--- src/rtl/dvi_tmds_encoder.sv ---
// DVI TMDS encoder for 4-bit-per-channel video.
// Two register stages: stage 1 holds the transition-minimised word q_m with
// aligned DE/syncs; stage 2 applies DC balancing (or control symbols during
// blanking) and registers the 10-bit symbols for an external serializer.
module dvi_tmds_encoder (
  input  logic       clk,
  input  logic       reset_n_i,
  input  logic [3:0] red_i,
  input  logic [3:0] green_i,
  input  logic [3:0] blue_i,
  input  logic       hsync_i,
  input  logic       vsync_i,
  input  logic       dv_de_i,
  output logic [9:0] tmds_red_o,
  output logic [9:0] tmds_green_o,
  output logic [9:0] tmds_blue_o
);

  // Channel indices; blue carries the syncs during blanking.
  localparam int unsigned NCH     = 3;
  localparam int unsigned CH_BLUE = 0;
  localparam int unsigned CH_GRN  = 1;
  localparam int unsigned CH_RED  = 2;

  // Control symbols indexed by {C1,C0}.
  localparam logic [9:0] CTRL_00 = 10'h354;
  localparam logic [9:0] CTRL_01 = 10'h0AB;
  localparam logic [9:0] CTRL_10 = 10'h154;
  localparam logic [9:0] CTRL_11 = 10'h2AB;

  typedef struct packed {
    logic [9:0]        sym;
    logic signed [4:0] cnt;
  } enc_t;

  // Expand a 4-bit colour to 8 bits and form the transition-minimised q_m.
  function automatic logic [8:0] qm_encode(input logic [3:0] c);
    logic [7:0] d;
    logic [3:0] n1;
    logic       use_xnor;
    logic [8:0] q;
    d  = {c, c};
    n1 = '0;
    for (int unsigned i = 0; i < 8; i++) begin
      n1 = n1 + {3'b000, d[i]};
    end
    use_xnor = (n1 > 4'd4) || ((n1 == 4'd4) && !d[0]);
    q    = '0;
    q[0] = d[0];
    for (int unsigned i = 1; i < 8; i++) begin
      q[i] = use_xnor ? ~(q[i-1] ^ d[i]) : (q[i-1] ^ d[i]);
    end
    q[8] = ~use_xnor;
    return q;
  endfunction

  // DC-balance one q_m word against the running disparity.
  // bal = N1 - N0 = 2*N1 - 8; 5-bit wraparound is exact because every true
  // result lies within -16..15.
  function automatic enc_t dc_balance(input logic [8:0] qm,
                                      input logic signed [4:0] cnt);
    logic [3:0]        n1;
    logic signed [4:0] bal;
    enc_t              r;
    n1 = '0;
    for (int unsigned i = 0; i < 8; i++) begin
      n1 = n1 + {3'b000, qm[i]};
    end
    bal = $signed({n1, 1'b0} - 5'd8);
    if ((cnt == 5'sd0) || (bal == 5'sd0)) begin
      r.sym = {~qm[8], qm[8], (qm[8] ? qm[7:0] : ~qm[7:0])};
      r.cnt = qm[8] ? (cnt + bal) : (cnt - bal);
    end else if (((cnt > 5'sd0) && (bal > 5'sd0)) ||
                 ((cnt < 5'sd0) && (bal < 5'sd0))) begin
      r.sym = {1'b1, qm[8], ~qm[7:0]};
      r.cnt = cnt - bal + (qm[8] ? 5'sd2 : 5'sd0);
    end else begin
      r.sym = {1'b0, qm[8], qm[7:0]};
      r.cnt = cnt + bal - (qm[8] ? 5'sd0 : 5'sd2);
    end
    return r;
  endfunction

  // Control symbol lookup for the sync-carrying channel.
  function automatic logic [9:0] ctrl_sym(input logic c1, input logic c0);
    logic [9:0] s;
    case ({c1, c0})
      2'b00:   s = CTRL_00;
      2'b01:   s = CTRL_01;
      2'b10:   s = CTRL_10;
      default: s = CTRL_11;
    endcase
    return s;
  endfunction

  logic [3:0]        colour  [NCH];
  logic [8:0]        qm_s1   [NCH];
  logic              de_s1;
  logic              hs_s1;
  logic              vs_s1;
  enc_t              enc_v   [NCH];
  logic [9:0]        sym_nxt [NCH];
  logic signed [4:0] cnt_nxt [NCH];
  logic [9:0]        sym_r   [NCH];
  logic signed [4:0] cnt_r   [NCH];

  // Map the colour inputs onto channel slots.
  always_comb begin
    colour[CH_BLUE] = blue_i;
    colour[CH_GRN]  = green_i;
    colour[CH_RED]  = red_i;
  end

  // Stage 1: register q_m per channel with DE and syncs alongside.
  always_ff @(posedge clk or negedge reset_n_i) begin
    if (!reset_n_i) begin
      for (int unsigned ch = 0; ch < NCH; ch++) begin
        qm_s1[ch] <= '0;
      end
      de_s1 <= 1'b0;
      hs_s1 <= 1'b0;
      vs_s1 <= 1'b0;
    end else begin
      for (int unsigned ch = 0; ch < NCH; ch++) begin
        qm_s1[ch] <= qm_encode(colour[ch]);
      end
      de_s1 <= dv_de_i;
      hs_s1 <= hsync_i;
      vs_s1 <= vsync_i;
    end
  end

  // Stage 2 next state: balanced data symbol, or control symbol with the
  // disparity cleared so the next active pixel starts from zero.
  always_comb begin
    for (int unsigned ch = 0; ch < NCH; ch++) begin
      enc_v[ch] = dc_balance(qm_s1[ch], cnt_r[ch]);
      if (de_s1) begin
        sym_nxt[ch] = enc_v[ch].sym;
        cnt_nxt[ch] = enc_v[ch].cnt;
      end else begin
        sym_nxt[ch] = (ch == CH_BLUE) ? ctrl_sym(vs_s1, hs_s1) : CTRL_00;
        cnt_nxt[ch] = '0;
      end
    end
  end

  // Stage 2: register output symbols and running disparity.
  always_ff @(posedge clk or negedge reset_n_i) begin
    if (!reset_n_i) begin
      for (int unsigned ch = 0; ch < NCH; ch++) begin
        sym_r[ch] <= CTRL_00;
        cnt_r[ch] <= '0;
      end
    end else begin
      for (int unsigned ch = 0; ch < NCH; ch++) begin
        sym_r[ch] <= sym_nxt[ch];
        cnt_r[ch] <= cnt_nxt[ch];
      end
    end
  end

  assign tmds_blue_o  = sym_r[CH_BLUE];
  assign tmds_green_o = sym_r[CH_GRN];
  assign tmds_red_o   = sym_r[CH_RED];

  // The balancing algorithm keeps |cnt| <= 10; anything larger is a bug.
  for (genvar ch = 0; ch < NCH; ch++) begin : g_cnt_chk
    cnt_in_range: assert property (@(posedge clk) disable iff (!reset_n_i)
      (cnt_r[ch] >= -5'sd10) && (cnt_r[ch] <= 5'sd10));
  end

endmodule
--- config.mk ---
export PLATFORM = sky130hd
export DESIGN_NAME = dvi_tmds_encoder
export DESIGN_NICKNAME = d
export VERILOG_FILES = /design/src/rtl/dvi_tmds_encoder.sv
export SDC_FILE = /design/constraint.sdc
export NUM_CORES = 1
export LEC_CHECK = 0
export CORE_MARGIN = 2
export CORE_UTILIZATION = 25
export CTS_BUF_LIST = sky130_fd_sc_hd__clkbuf_8
export DETAILED_ROUTE_END_ITERATION = 8
export GPL_TIMING_DRIVEN = 0
export HOLD_SLACK_MARGIN = 0.05
export PLACE_DENSITY = 0.45
export RECOVER_POWER = 50
export SLEW_MARGIN = 20
export SYNTH_ARGS = -nofsm -noshare
export SYNTH_HDL_FRONTEND = slang
export SYNTH_SLANG_ARGS = --single-unit
--- constraint.sdc ---
create_clock -name clk -period 7.09 [get_ports clk]
set_input_delay 1.418 -clock clk [delete_from_list [all_inputs] [get_ports clk]]
set_output_delay 1.418 -clock clk [all_outputs]
set_load 0.01 [all_outputs]
==> summary.txt, run 1 <==
Run status
  – Outcome: finished, violations left
  – Failing checks: max-capacitance violations, max-slew violations

Flow run
  – Max cap viols: 1

Clock tree
  – Hold_buf cts: 0
  – Post-CTS setup buffer count: 0
  – Inserted Clock Buffers: 9
  – CTS Buffer Depth: 2
  – Post_cts resized: 0
  – Clk root buf: clkbuf_8
  – H-Tree Depth: 3
  – Worst-Skew Late Latency: ~370 ps
  – Worst-path clk slew: around 70 ps
  – Sink Count: between 70 and 80
  – CTS tree: yes

Setup path
  – Critical path type: register to register
  – WP data arrival: slightly below 5000 ps
  – Max FO, Critical Path: 9
  – Critical Path Start Type: register
  – Worst Setup End Kind: register
  – R2R Setup Slk: between 2000 and 2500 ps
  – Critical Path RT: 7290 ps

Floorplan
  – Starting Density: between 20% and 30%
  – Die width: roughly 140 microns
  – Die area: between 20000 and 25000 sq um
  – Core area: 19400 sq um
  – Row cnt: 51
  – Die Ht: between 100 and 150 microns
  – I/O pin total: 47

Global route
  – Grt total ovfl: 0
  – Global-route wire length before repair: 17.72 mm
  – Largest net degree at the start of global routing: 56
  – Initial antenna violation count: 0
  – Tot GR Track Use: roughly 11%
  – Vias in the first global route: ~3600

Routing
  – Top routing layer in use: met4
  – Metal2 WL: between 4 and 5 mm
  – Drt drc: 0
  – M1 WL: 4.762 mm
  – 1st-pass router iterations: 4
  – Post-route ant nets: 0
  – Post-DR wirelength/cell: 12.94 microns
  – Initial DRC Count: approximately 140
  – WL final: 10.41 mm
  – Via count: 3283
  – DR WL met3: around 460 microns
  – DR vias/cell: approximately 4.1

Layout
  – Nets: about 630
  – Commonest non-fill, non-tap cells in the layout: inv_1 (68), xnor2_1 (61), dfrtp_1 (57), ha_1 (56), clkdlybuf4s50_1 (36)
  – Layout cells sized above 1: around 7.2%
  – Area Overhead vs Synth: 20.03%
  – Post-route design area: slightly below 6000 sq um
  – Diode count: 0
  – Most common cell after layout, fill and taps aside: inv_1

Yosys
  – Number of synthesized flops with an enable pin: 0
  – Instance count of the mapped netlist: between 400 and 500
  – Async SR Flop Fraction: between 90% and 100%
  – Net count after synthesis: 569
  – Largest cells by area after synthesis: dfrtp_1 (29%), ha_1 (14%), xnor2_1 (11%)
  – Syn Std Cell Area: approximately 5000 sq um
  – Ys flop type: dfrtp_1
  – Mapped Avg Cell Area: slightly above 10 sq um
  – Largest area contributor in the netlist: dfrtp_1
  – Post-synth cell types: 31
  – Register bit total from synthesis: between 70 and 80
  – Sequential area share after synthesis: between 30 and 40%
  – Yosys top cell area share: between 20% and 30%
  – Synth warn: 0

Timing
  – Layout Skew: around 12 ps
  – Pins Over Slew Limit: 56
  – Unrepaired setup endpoints after global routing: false
  – Setup ws final: 2440 ps
  – Final Cycle Share: between 60% and 70%
  – Least-Margin Pin Slew: between 2000 and 3000 ps
  – Final setup violation count: 0
  – Max-slew headroom: -96.67%
  – Maximum clock rate: around 220 MHz
  – Final hold violation count: 0
  – Fin crit period: 4650 ps
  – Setup TNS: 0 ps

Placement
  – Area after DPL: approximately 5700 sq um
  – Port bufs: 46
  – Worst slack, placed: 2415 ps
  – Post-DP HPWL: between 8 and 9 mm
  – GPL Wtd Cong: ~0.80

Worst hold path
  – Worst min-delay path category: register to register
## Yosys cell counts (all sizes together) (10+ instances only)
| cell type | count |
|---|---|
| xor2 | 21 |
| a21oi | 35 |
| o21ai | 16 |
| inv | 68 |
| nand2 | 19 |
| nand2b | 13 |
| xnor2 | 61 |
| fa | 20 |
| dfrtp | 57 |
| nor2 | 32 |
| dfstp | 15 |
| mux2i | 15 |
| ha | 56 |
| clkbuf | 10 |
## per-layer routing
layer  GRT usage (%)  up-vias
met5               0        -
met1           13.80     1582
li1                -     1629
met4           5.008        0
met3           2.417       15
met2           18.47       57
## kinds of logic (layout without fill, tap and decap cells)
group / count (synthesis) / after routing / synth area share, %
AOI/OAI and AO/OA: 71 / 71 / 8.323
xor gates and xnor gates: 82 / 82 / 14.61
adders and majority gates: 76 / 76 / 22.40
buffers and inverters: 79 / 142 / 6.185
DFF: 72 / 72 / 37.03
muxes: 15 / 15 / 3.818
and+or+nand+nor: 81 / 81 / 7.636
## worst max-delay path: stages (launching register included)
cell and delay, ps:
dfrtp_1 410, fa_1 550, inv_1 50, fa_1 450, fa_1 490, inv_1 40, ha_1 200, fa_1 380
xor2_1 300, ha_1 310, ha_1 200, a31oi_1 540, mux2i_4 280, xnor2_1 210, a21oi_1 100
## final timing paths
path                                startpoint                   endpoint  cells past startpoint
min in group asynchronous            reset_n_i    tmds_red_o[7]$_DFF_PN0_                      1
setup reg to reg           qm_s1[18]$_DFF_PN0_   tmds_blue_o[7]$_DFF_PN0_                     14
setup / recovery           qm_s1[18]$_DFF_PN0_   tmds_blue_o[7]$_DFF_PN0_                     14
max in group asynchronous            reset_n_i         cnt_r[1]$_DFF_PN0_                      2
hold / removal             qm_s1[15]$_DFF_PN0_  tmds_green_o[6]$_DFF_PN1_                      2
hold reg to reg            qm_s1[15]$_DFF_PN0_  tmds_green_o[6]$_DFF_PN1_                      2
## sequential cells by signal, summed over array words and instances, names as in the netlist
register	cells
qm_s1	27
tmds_red_o	10
tmds_green_o	10
vs_s1	1
tmds_blue_o	10
de_s1	1
hs_s1	1
cnt_r	12
## metrics by stage
stage / util [%] / instances / hold slack, ps
finish: 30.42 / 804 / 523.8
global route: 30.42 / 804 / 573.7
CTS: 30.56 / 804 / 527.8
detailed placement: 29.55 / 788 / 517.0
global placement: 29.42 / 787 / 513.0
floorplan: - / 476 / 488.9
## area by class of cell
class / count / area (sq um)
plain buffers: 11 / 48.80
clock buffers: 9 / 123.9
clock inverters: 7 / 71.32
fillers: 2020 / 13500
inverters: 68 / 255.2
multi-input cells: 325 / 2791
flip-flops and latches: 72 / 1821
well taps: 265 / 331.6
repair buffers: 47 / 457.9
Power of run 1 is left out: the tool's default activity adds up to more than one toggle a clock period on the data nets, which glitch-free logic cannot reach.
==> run 2, diff against run 1 <==
Settings changed: PLACE_DENSITY 0.45 to 0.47.
Clock period 7.09 ns to 4.05 ns, I/O delays scaled along.
==> run 2 against run 1 <==
- the run ends with max-capacitance violations, max-slew violations, negative setup slack left
- register-to-register slack worse by 2700 ps
- hold slack improved by 14 ps
- non-clock buffer count is 29 higher
- clock-buffer cell count is the same
- final cell count grew 3.9%
- final area rose by 17%
- die area unchanged
- wire length increased by 11%
- fmax up 8.3%
- critical path type unchanged
- largest cell class unchanged
- highest routed layer unchanged
==> summary.txt, run 2 (synthesis gave the netlist of run 1 again) <==
Floorplan
  – Die Ht: 144.2 microns (unchanged)
  – Core area: 19400 sq um (unchanged)
  – Starting Density: 25.34% (unchanged)
  – Die width: 144.2 microns (unchanged)
  – Row cnt: 51 (unchanged)
  – Die area: 20800 sq um (unchanged)
  – I/O pin total: 47 (unchanged)

Setup path
  – Critical path type: register to register
  – Max FO, Critical Path: 3 (-6)
  – Critical Path RT: 4280 ps (-3010 ps)
  – Worst Setup End Kind: register
  – Critical Path Start Type: register
  – WP data arrival: 4520 ps (-330 ps)

Clock tree
  – CTS Buffer Depth: 2 (unchanged)
  – Clk root buf: clkbuf_8
  – Inserted Clock Buffers: 9 (unchanged)
  – Hold_buf cts: 0 (unchanged)
  – H-Tree Depth: 3 (unchanged)
  – Worst-path clk slew: 90 ps (+20 ps)
  – Worst-Skew Late Latency: 370 ps (about the same)
  – CTS tree: yes
  – Sink Count: 72 (unchanged)

Layout
  – Commonest non-fill, non-tap cells in the layout: inv_1 (59), dfrtp_1 (56), clkdlybuf4s50_1 (41), xnor2_1 (40), ha_1 (39)
  – Diode count: 0 (unchanged)
  – Nets: 658 (+4.9%)
  – Most common cell after layout, fill and taps aside: inv_1
  – Largest registers: qm_s1 (27), cnt_r (12)
  – Biggest register: qm_s1
  – Layout cells sized above 1: 28.77% (+22 points)
  – Area Overhead vs Synth: 40.19%
  – Max FFs per register: 27 (unchanged)

Timing
  – Setup ws final: -243.9 ps (-2684 ps)
  – Setup TNS: -2222 ps (-2222 ps)
  – Pins Over Slew Limit: 33 (-41%)
  – Final hold violation count: 0 (unchanged)
  – Layout Skew: 11.67 ps (-0.5898 ps)
  – Least-Margin Pin Slew: 1817 ps (-1133 ps)
  – Final setup violation count: 20 (+20)
  – Maximum clock rate: 232.9 MHz (+8.3%)
  – Unrepaired setup endpoints after global routing: true
  – Final Cycle Share: 106.0% (+40 points)
  – Max-slew headroom: -21.13% (+76 points)
  – Fin crit period: 4294 ps (-355.9 ps)

Routing
  – Post-DR wirelength/cell: 13.86 microns (+7.1%)
  – Via count: 3470 (+5.7%)
  – 1st-pass router iterations: 4 (unchanged)
  – Post-route ant nets: 0 (unchanged)
  – DR vias/cell: 4.156 (+1.8%)
  – Initial DRC Count: 97 (-29%)
  – Drt drc: 0 (unchanged)
  – WL final: 11.57 mm (+11%)

Global route
  – Tot GR Track Use: 11.44% (+0.35 points)
  – Largest net degree at the start of global routing: 42 (-25%)
  – Vias in the first global route: 3725 (+4.0%)
  – Grt total ovfl: 0 (unchanged)
  – Global-route wire length before repair: 18.35 mm (+3.5%)
  – Initial antenna violation count: 0 (unchanged)

Placement
  – Post-DP HPWL: 8.174 mm (+0.23%)
  – Port bufs: 46 (unchanged)
  – GPL Wtd Cong: 0.8071 (+0.86%)
  – Worst slack, placed: -404.7 ps (-2820 ps)

Flow run
  – Max cap viols: 1 (unchanged)

Run status
  – Outcome: finished, violations left
  – Failing checks: max-capacitance violations, max-slew violations, negative setup slack

Worst hold path
  – Worst min-delay path category: register to register
## run 2: critical path, cell delays in order (launching register included)
cell and delay [ps]:
dfrtp_1 400, fa_1 550, inv_2 40, fa_1 460, fa_1 530, inv_2 50
ha_4 150, fa_2 550, inv_2 60, fa_2 560, ha_2 180, xor2_1 140
mux2i_1 80, mux2i_1 170, xnor2_1 150, nor2_1 70
## run 2: worst paths after layout
check                                    startpoint                       to  slack [ps]  cells after the start
worst max-delay path            qm_s1[21]$_DFF_PN0_      cnt_r[13]$_DFF_PN0_        -240                     15
worst min-delay path             qm_s1[6]$_DFF_PN0_  tmds_red_o[6]$_DFF_PN1_         540                      2
worst max register to register  qm_s1[21]$_DFF_PN0_      cnt_r[13]$_DFF_PN0_        -240                     15
worst min register to register   qm_s1[6]$_DFF_PN0_  tmds_red_o[6]$_DFF_PN1_         540                      2
max in group asynchronous                 reset_n_i      qm_s1[12]$_DFF_PN0_        1240                      2
min in group asynchronous                 reset_n_i      qm_s1[20]$_DFF_PN0_         920                      1
## run 2: area by class of cell
cell class | count | area (sq um)
tap | 265 | 331.6
sequential | 72 | 1822
multi-input combinational | 327 | 3472
clock buffer | 9 | 123.9
timing repair buffer | 78 | 732.0
clock inverter | 7 | 101.3
fill | 1976 | 12510
buffer | 9 | 51.30
inverter | 68 | 257.7
## run 2: per-layer routing
| metal | wire (microns) | GRT usage [%] |
|---|---|---|
| met1 | 5249 | 14.06 |
| met4 | 157 | 3.832 |
| met5 | 0 | 0 |
| met2 | 5856 | 19.95 |
| met3 | 308 | 2.450 |
## run 2: timing repair
action                     4_1_cts  5_1_grt
gates cloned                     1        1
buffers inserted                15       17
resized for setup               30       82
setup endpoints to repair       35       39
pin swaps                       23       48
## run 2: through the flow
step / area [sq um] / instances / utilization (%) / hold WS (ps)
finish: 6892 / 835 / 35.53 / 537.5
global route: 6892 / 835 / 35.53 / 593.4
CTS: 6330 / 819 / 32.63 / 375.6
detailed placement: 5797 / 788 / 29.88 / 525.5
global placement: 5779 / 787 / 29.79 / 511.8
floorplan: 4987 / 476 / - / 479.9
Power of run 2 is left out for the same reason.
